$ cat src/rtl/unit_normalize_seq.sv
// Multi-cycle normalizer: aligns the hidden bit of a raw datapath result to o_mant[27]
// and hands {exp, mant, ov, un} to the rounding stage over a valid/ready handshake.
module unit_normalize_seq #(
    parameter int unsigned STEP = 4
) (
    input  logic        i_clk,
    input  logic        i_rst,
    input  logic        i_valid,
    output logic        o_ready,
    input  logic [7:0]  i_exp,
    input  logic [28:0] i_mant,
    input  logic        i_ov_fl,
    input  logic        i_un_fl,
    output logic        o_valid,
    input  logic        i_ready,
    output logic [7:0]  o_exp,
    output logic [27:0] o_mant,
    output logic        o_ov_fl,
    output logic        o_un_fl
);

    localparam int unsigned EW  = 8;
    localparam int unsigned MW  = 29;
    localparam int unsigned LZW = 4;

    typedef enum logic [1:0] {
        S_IDLE  = 2'd0,
        S_SHIFT = 2'd1,
        S_DONE  = 2'd2
    } state_t;

    state_t          r_state;
    state_t          w_state_n;
    logic [EW-1:0]   r_exp;
    logic [EW-1:0]   w_exp_n;
    logic [MW-1:0]   r_mant;
    logic [MW-1:0]   w_mant_n;
    logic            r_ov;
    logic            w_ov_n;
    logic            r_un;
    logic            w_un_n;
    logic            r_valid;
    logic            r_ready;

    logic [LZW-1:0]  w_lz;
    logic [EW-1:0]   w_room;
    logic [EW-1:0]   w_s;
    logic [MW-1:0]   w_shifted;
    logic [EW-1:0]   w_exp_dec;

    // Leading-zero count inside the STEP-wide window just below the hidden-bit position
    always_comb begin
        w_lz = LZW'(STEP);
        for (int i = int'(STEP) - 1; i >= 0; i--) begin
            if (r_mant[27-i]) w_lz = LZW'(i);
        end
    end

    // Shift is clipped so the exponent never drops below 1
    always_comb begin
        w_room    = r_exp - 8'd1;
        w_s       = (EW'(w_lz) > w_room) ? w_room : EW'(w_lz);
        w_shifted = r_mant << w_s;
        w_exp_dec = r_exp - w_s;
    end

    always_comb begin
        w_state_n = r_state;
        w_exp_n   = r_exp;
        w_mant_n  = r_mant;
        w_ov_n    = r_ov;
        w_un_n    = r_un;
        case (r_state)
            S_IDLE: begin
                if (i_valid) begin
                    w_exp_n   = i_exp;
                    w_mant_n  = i_mant;
                    w_ov_n    = i_ov_fl;
                    w_un_n    = i_un_fl;
                    w_state_n = S_DONE;
                    if (i_mant == '0) begin
                        w_exp_n = '0;
                    end else if (i_mant[28]) begin
                        if (i_exp >= 8'd254) begin
                            w_exp_n  = 8'd255;
                            w_mant_n = '0;
                            w_ov_n   = 1'b1;
                        end else begin
                            w_exp_n  = i_exp + 8'd1;
                            w_mant_n = {1'b0, i_mant[28:2], i_mant[1] | i_mant[0]};
                        end
                    end else if (i_mant[27]) begin
                        w_state_n = S_DONE;
                    end else if (i_exp == '0) begin
                        w_un_n = 1'b1;
                    end else begin
                        w_state_n = S_SHIFT;
                    end
                end
            end
            S_SHIFT: begin
                w_mant_n = w_shifted;
                w_exp_n  = w_exp_dec;
                if (w_shifted[27]) begin
                    w_state_n = S_DONE;
                end else if (w_exp_dec == 8'd1) begin
                    // Ran out of exponent: leave mantissa in denormal form
                    w_exp_n   = '0;
                    w_un_n    = 1'b1;
                    w_state_n = S_DONE;
                end
            end
            S_DONE: begin
                if (i_ready) w_state_n = S_IDLE;
            end
            default: w_state_n = S_IDLE;
        endcase
    end

    always_ff @(posedge i_clk) begin
        if (i_rst) begin
            r_state <= S_IDLE;
            r_exp   <= '0;
            r_mant  <= '0;
            r_ov    <= 1'b0;
            r_un    <= 1'b0;
            r_valid <= 1'b0;
            r_ready <= 1'b1;
        end else begin
            r_state <= w_state_n;
            r_exp   <= w_exp_n;
            r_mant  <= w_mant_n;
            r_ov    <= w_ov_n;
            r_un    <= w_un_n;
            r_valid <= (w_state_n == S_DONE);
            r_ready <= (w_state_n == S_IDLE);
        end
    end

    assign o_ready = r_ready;
    assign o_valid = r_valid;
    assign o_exp   = r_exp;
    assign o_mant  = r_mant[27:0];
    assign o_ov_fl = r_ov;
    assign o_un_fl = r_un;

endmodule

$ cat config.mk
export PLATFORM = sky130hd
export DESIGN_NAME = unit_normalize_seq
export DESIGN_NICKNAME = d
export VERILOG_FILES = /design/src/rtl/unit_normalize_seq.sv
export SDC_FILE = /design/constraint.sdc
export NUM_CORES = 1
export LEC_CHECK = 0
export ABC_AREA = 0
export BUFFER_PORTS_ARGS = -buffer_cell sky130_fd_sc_hd__buf_2
export CAP_MARGIN = 10
export CORE_MARGIN = 2
export CORE_UTILIZATION = 50
export CTS_CLUSTER_SIZE = 30
export DETAILED_ROUTE_END_ITERATION = 6
export MAX_ROUTING_LAYER = met4
export PLACE_DENSITY = 0.74
export SLEW_MARGIN = 10
export SYNTH_ARGS = -nofsm -noshare
export SYNTH_HDL_FRONTEND = slang
export SYNTH_SLANG_ARGS = --single-unit
$ cat constraint.sdc
create_clock -name i_clk -period 4.7 [get_ports i_clk]
set_input_delay 0.235 -clock i_clk [delete_from_list [all_inputs] [get_ports i_clk]]
set_output_delay 0.235 -clock i_clk [all_outputs]
set_load 0.005 [all_outputs]
## After elaboration in Yosys (flattened, before gate mapping)

Index checks and enable logic that the tools add are counted.

- $add $sub $neg: 3
- $mul: 0
- Divide/modulo/power cells: 0
- Magnitude comparators: 2
- Equality and inequality tests: 7
- Shift operators: 1
- Muxes and demuxes: 37
- Bitwise operators: 1
- Reductions and logical operators: 8

Operator list:

| kind | count |
|---|---|
| 29-bit 2-to-1 mux | 2 |
| 29-bit one-hot mux with 2 select lines | 1 |
| 28-bit 2-to-1 mux | 2 |
| 8-bit 2-to-1 mux | 7 |
| 29-bit logical NOT | 1 |
| 29-bit by 8-bit left shift with 29-bit output | 1 |
| 2-bit 2-to-1 mux | 8 |
| 8-bit one-hot mux with 2 select lines | 1 |
| 4-bit 2-to-1 mux | 3 |
| 1-bit 2-to-1 mux | 10 |
| 8-bit by 1-bit adder with 8-bit output (second input constant) | 1 |
| 8-bit by 1-bit equality test with 1-bit output (second input constant) | 1 |
| 8-bit greater-or-equal comparator (second input constant) | 1 |
| 4-bit by 8-bit > comparator with 1-bit output | 1 |
| 8-bit logical NOT | 1 |
| 8-bit by 1-bit subtractor with 8-bit output (second input constant) | 1 |
| 8-bit subtractor | 1 |
| 2-bit != test (second input constant) | 3 |
| 2-bit one-hot mux with 3 select lines | 1 |
| 2-bit equality test (second input constant) | 2 |
| 2-bit logical NOT | 2 |
| 2-bit AND reduction | 2 |
| 4-bit AND reduction | 1 |
| 3-bit 2-to-1 mux | 1 |
| 4 further kinds | 4 |

- Register bits: 43
- Bits in latches: 0
- Memory bits (writable): 0
- Memory bits (read-only): 0
- Bits of input ports: 43
- Output and inout bits: 40
- Memories kept: 0

## Depth between registers and ports, before layout

- Depth after elaboration: 12
- Gate-level depth with buffers: 21
- Gate-level depth less buffers: 20

## Worst setup path after synthesis

No wires, ideal clock.

- Path kind: register to register
- Start: register r_mant[24]
- End: register r_ready, in the netlist o_ready
- Library setup time: 122 ps
- Arrival time: 4190 ps
- Required time: 4578 ps
- Setup slack: 387 ps
- Stages on the path, launching flop included: 20
- Path buffers: 2
- Cells stage by stage: dfxtp_1 nor4_1 ha_1 a21oi_1 o21ai_1 o2111a_1 nor3_4 buf_6 buf_8 inv_1 ha_1 fa_1 nor4b_1 nand2_1 nor3b_1 nor4b_1 a41oi_1 o31a_1 o31ai_1 nor2_1

- Word-level cells in the longest chain between the ends: 12
- Elaborated cells on any way between the ends: 13
- Classes of those cells: 1 x add/sub; 1 x order compare; 1 x eq/ne; 1 x shift; 8 x mux; 1 x reduce/logical

RTL lines:

| item | RTL line | RTL |
|---|---|---|
| start, declared | 36 | `logic [MW-1:0] r_mant;` |
| start signal, assigned | 132 | `r_mant <= w_mant_n;` |
| 3-bit 2-to-1 mux | 55 | `if (r_mant[27-i]) w_lz = LZW'(i);` |
| 4-bit 2-to-1 mux (3 in a row) | 55 |  |
| 4-bit by 8-bit > comparator with 1-bit output | 62 | `w_s = (EW'(w_lz) > w_room) ? w_room : EW'(w_lz);` |
| 8-bit 2-to-1 mux | 62 |  |
| 8-bit subtractor | 64 | `w_exp_dec = r_exp - w_s;` |
| 8-bit by 1-bit equality test with 1-bit output | 106 | `end else if (w_exp_dec == 8'd1) begin` |
| 2-bit 2-to-1 mux | 106 |  |
| 2-bit 2-to-1 mux (*) | 104 | `if (w_shifted[27]) begin` |
| 2-bit one-hot mux with 3 select lines (*) | 73 | `case (r_state)` |
| 2-bit logical NOT (*) | 136 | `r_ready <= (w_state_n == S_IDLE);` |
| end signal, assigned | 136 |  |
| end, declared | 43 | `logic r_ready;` |

Mark *: on every way between the ends. The rest lies on a longest branch, timed or not.
A chain may end at the register's enable or synchronous reset.

## Final worst setup path

- Start: register r_exp[1], in the netlist o_exp[1]
- End: register r_ready, in the netlist o_ready

- Word-level cells in the longest chain between the ends: 9
- Elaborated cells on any way between the ends: 10
- Classes of those cells: 2 x add/sub; 1 x order compare; 1 x eq/ne; 1 x shift; 4 x mux; 1 x reduce/logical

RTL lines:

| item | RTL line | RTL |
|---|---|---|
| start, declared | 34 | `logic [EW-1:0] r_exp;` |
| start signal, assigned | 131 | `r_exp <= w_exp_n;` |
| 8-bit by 1-bit subtractor with 8-bit output | 61 | `w_room = r_exp - 8'd1;` |
| 4-bit by 8-bit > comparator with 1-bit output | 62 |  |
| 8-bit 2-to-1 mux | 62 |  |
| 8-bit subtractor | 64 |  |
| 8-bit by 1-bit equality test with 1-bit output | 106 |  |
| 2-bit 2-to-1 mux | 106 |  |
| 2-bit 2-to-1 mux (*) | 104 |  |
| 2-bit one-hot mux with 3 select lines (*) | 73 |  |
| 2-bit logical NOT (*) | 136 |  |

Marks and branches as above.

==> results.sh <==
export IMPL_globalRoute_totalOverflow=0
export IMPL_fmax_mhz=232
export IMPL_diodes=0
export IMPL_worst_setup_path_startpoint="o_exp[1]$_SDFFE_PP0P_"
export IMPL_detail_route_drc_violations=0
export IMPL_drive_gt1_share_pct=25.6
export IMPL_post_cts_hold_buffer_count=0
export IMPL_hold_path_depth=3
export IMPL_power_density_mw_per_mm2=385
export IMPL_port_buffers=82
export IMPL_synth_top_area_share_pct=21.4
export IMPL_critical_path_most_common_cell="sky130_fd_sc_hd__ha_1"
export IMPL_dominant_cell_type_by_area_after_synthesis="sky130_fd_sc_hd__dfxtp_1"
export IMPL_hold_viol=0
export IMPL_ctsLongestPathBuffers=2
export IMPL_critical_path_startpoint_type="flip-flop"
export IMPL_place_detailed_hpwl_um=7980
export IMPL_initial_core_util_pct=51.1
export IMPL_dr_pass1_iters=5
export IMPL_clk_latency_ns=0.31
export IMPL_timing_rr_start="o_exp[1]$_SDFFE_PP0P_"
export IMPL_reg2reg_depth=19
export IMPL_cts_tree="built"
export IMPL_grt_pass1_vias=3473
export IMPL_postSynthCellCount=467
export IMPL_synth_cell_area_mm2=0.00393
export IMPL_routed_wire_length_um=11000
export IMPL_synth_area_top_cells="sky130_fd_sc_hd__dfxtp_1, sky130_fd_sc_hd__mux2i_1, sky130_fd_sc_hd__a2111oi_2"
export IMPL_slowest_delay_ns=0.53
export IMPL_crit_path_cell_trace="inv_1 -> ha_1 -> xnor2_1 -> ha_1 -> a21oi_1 -> o21ai_1 -> o2111a_1 -> nor3_4 -> inv_1 -> ha_1 -> fa_1 -> nor4b_2 -> nand2_1 -> nor3b_1 -> nor4b_1 -> a41oi_1 -> o31a_1 -> o31ai_1 -> nor2_1"
export IMPL_synth_enable_flop_cells=0
export IMPL_row_count=32
export IMPL_slew_headroom_pct=25.5
export IMPL_grt_antenna_before_repair=0
export IMPL_cts_max_level=2
export IMPL_critical_path_n_buffers_inverters=2
export IMPL_postSynth_topFlopCell="sky130_fd_sc_hd__dfxtp_1"
export IMPL_reg2reg_to="o_ready$_SDFF_PP1_"
export IMPL_synth_yosys_seq_area_share_pct=21.4
export IMPL_cp_max_fo=4
export IMPL_final_min_clock_period_ns=4.31
export IMPL_postPlaceCellArea_mm2=0.00432
export IMPL_ys_async_sr_fraction_pct=0
export IMPL_synthesis_nets=522
export IMPL_detail_route_wl_per_cell_um=17.5
export IMPL_gpl_final_weighted_congestion=0.882
export IMPL_clk_pin_slew_worst_paths_ns=0.09
export IMPL_die_h_um=92.6
export IMPL_power_leakage_nw=1.90
export IMPL_timing_max_transition_violations_final=0
export IMPL_yosys_cell_count_top_type="sky130_fd_sc_hd__mux2i_1"
export IMPL_timing_critical_path_slowest_stage_cell="sky130_fd_sc_hd__fa_1"
export IMPL_worstSetupEndpoint="o_ready$_SDFF_PP1_"
export IMPL_io_pin_count=83
export IMPL_path_class="reg -> reg"
export IMPL_grt_first_pass_wirelength_um=17900
export IMPL_p_seq_share_pct=27.4
export IMPL_setup_violations_final=0
export IMPL_number_of_vias_in_the_routed_layout=3956
export IMPL_yosysWarningCount=0
export IMPL_power_switching_mw=0.773
export IMPL_routed_via_density=6.33
export IMPL_setup_tns_ns=0
export IMPL_min_period_over_period_pct=91.7
export IMPL_timing_hold_worst_class="in -> reg"
export IMPL_critical_path_required_ns=4.90
export IMPL_grt_start_max_net_pins=47
export IMPL_die_area_mm2=0.00858
export IMPL_report_power_total_mw=1.70
export IMPL_core_region_area_mm2=0.00769
export IMPL_synth_seq_cells=42
export IMPL_die_width_um=92.6
export IMPL_tritoncts_num_buffers=5
export IMPL_r2r_setup_slack_ns=0.39
export IMPL_detail_route_iter0_violations=259
export IMPL_synth_to_layout_area_growth_pct=12.4
export IMPL_cts_repair_timing_setup_buffer_count=0
export IMPL_power_ir_vdd_worst_mv=0.234
export IMPL_instance_count_on_the_critical_path=19
export IMPL_run_status="finished, final reports clean"
export IMPL_power_frac_clock_pct=14.4
export IMPL_pwr_share_comb_pct=58.3
export IMPL_post_synth_num_cell_types=64
export IMPL_average_cell_area_after_synthesis_um2=8.41
export IMPL_clock_sinks=42
export IMPL_final_antenna_net_count=0
export IMPL_final_area_mm2=0.00441
export IMPL_num_nets_final=577
export IMPL_timing_critical_path_to_type="flip-flop"
export IMPL_worst_slew_pin_transition_ns=1.12
export IMPL_p_int_mw=0.925
export IMPL_root_buffer="sky130_fd_sc_hd__clkbuf_8"
export IMPL_switching_part_of_the_total_power_pct=45.5
export IMPL_crit_family="adder cells"
export IMPL_critical_path_arrival_ns=4.51
export IMPL_maxCapViolCount=0
export IMPL_synth_commonest_cells="sky130_fd_sc_hd__mux2i_1, sky130_fd_sc_hd__nor2_1, sky130_fd_sc_hd__dfxtp_1"
export IMPL_grt_setup_unrepaired="false"
export IMPL_clock_skew_ns=0.00940
export IMPL_globalRouteTotalUtil_pct=26.2
-- metal layers --
metal | global-route usage, % | wire, um | part of all wire (%) | vias up
li1 | - | - | - | 1912
met1 | 37.3 | 5020 | 46 | 1858
met2 | 40.4 | 5060 | 46 | 174
met3 | 3.09 | 776 | 7.1 | 12
met4 | 5.15 | 103 | 0.94 | 0
met5 | - | 0 | 0 | -
-- layout by cell type, fill, tap and decap left out, types with 6 or more instances in the layout --
cell type                   Yosys  routed
sky130_fd_sc_hd__nand3_1       10      10
sky130_fd_sc_hd__nor4_1         9       8
sky130_fd_sc_hd__o21ai_1        6       8
sky130_fd_sc_hd__dfxtp_1       42      42
sky130_fd_sc_hd__inv_1         15      15
sky130_fd_sc_hd__a21oi_1       22      22
sky130_fd_sc_hd__nand2_1       14      14
sky130_fd_sc_hd__a211oi_1      29      29
sky130_fd_sc_hd__o21ai_0        8       6
sky130_fd_sc_hd__nor3_1        14      14
sky130_fd_sc_hd__and3_1        27      27
sky130_fd_sc_hd__nor2_1        51      51
sky130_fd_sc_hd__mux2i_1       65      65
sky130_fd_sc_hd__ha_1          11      11
sky130_fd_sc_hd__a2111oi_2     23      23
sky130_fd_sc_hd__buf_2          5      82
-- worst min path at each step --
stage	slack, ns	to	start
floorplan	0.45	o_ov_fl$_SDFFE_PP0P_	i_ov_fl
CTS	0.24	o_ov_fl$_SDFFE_PP0P_	i_ov_fl
detailed placement	0.49	o_ov_fl$_SDFFE_PP0P_	o_ov_fl$_SDFFE_PP0P_
global placement	0.49	o_ov_fl$_SDFFE_PP0P_	o_ov_fl$_SDFFE_PP0P_
finish	0.23	o_ov_fl$_SDFFE_PP0P_	i_ov_fl
global route	0.24	o_ov_fl$_SDFFE_PP0P_	i_ov_fl
-- cells by family (layout without fill, tap and decap cells) --
group,Yosys count,in the layout,synth area share (%)
buffers and inverters,55,111,6.50
muxes,71,71,18.9
xor gates and xnor gates,4,4,0.892
adders and majority gates,12,12,4.01
other,1,1,0.0955
and+or+nand+nor,160,160,21.6
AOI/OAI and AO/OA,122,122,26.7
DFF,42,42,21.4
-- per-stage QoR --
stage | hold slack (ns) | util, % | worst slack [ns] | std cells
detailed placement | 0.485 | 56.1 | 0.357 | 617
global route | 0.236 | 57.4 | 0.0393 | 625
finish | 0.232 | 57.4 | 0.391 | 625
global placement | 0.486 | 56.1 | 0.512 | 617
floorplan | 0.446 | - | 0.387 | 467
CTS | 0.237 | 57.3 | 0.323 | 625
-- state kept, by name, indices dropped and copies added (netlist names) --
| signal | count |
|---|---|
| o_valid | 1 |
| r_state | 2 |
| o_un_fl | 1 |
| o_ov_fl | 1 |
| o_ready | 1 |
| o_exp | 8 |
| r_mant | 28 |
-- power groups by stage --
stage / clock network [mW] / registers, mW / logic (mW)
after floorplan: 0 / 0.456 / 0.791
after global placement: 0 / 0.468 / 0.951
after detailed placement: 0 / 0.471 / 0.968
after CTS: 0.245 / 0.463 / 0.972
after global routing: 0.260 / 0.473 / 1.08
final: 0.244 / 0.465 / 0.989
-- final cells by class --
class / instances / area [um^2]
clock buffers: 6 / 72.6
inverters: 16 / 60.1
repair buffers: 87 / 448
clock inverters: 2 / 13.8
well taps: 102 / 128
fillers: 732 / 3270
flip-flops and latches: 42 / 841
multi-input cells: 370 / 2850
-- worst min-delay path, cell delays in order --
cell,delay [ns]
sky130_fd_sc_hd__buf_2,0.08
sky130_fd_sc_hd__nor3_1,0.04
sky130_fd_sc_hd__nor3_1,0.14
-- repair_timing --
item | in CTS | in global routing
resized for setup | 0 | 4
endpoints found under the setup margin | 0 | 2
hold endpoints to repair | 0 | 0
No activity file was read; power rests on OpenSTA's default activity.
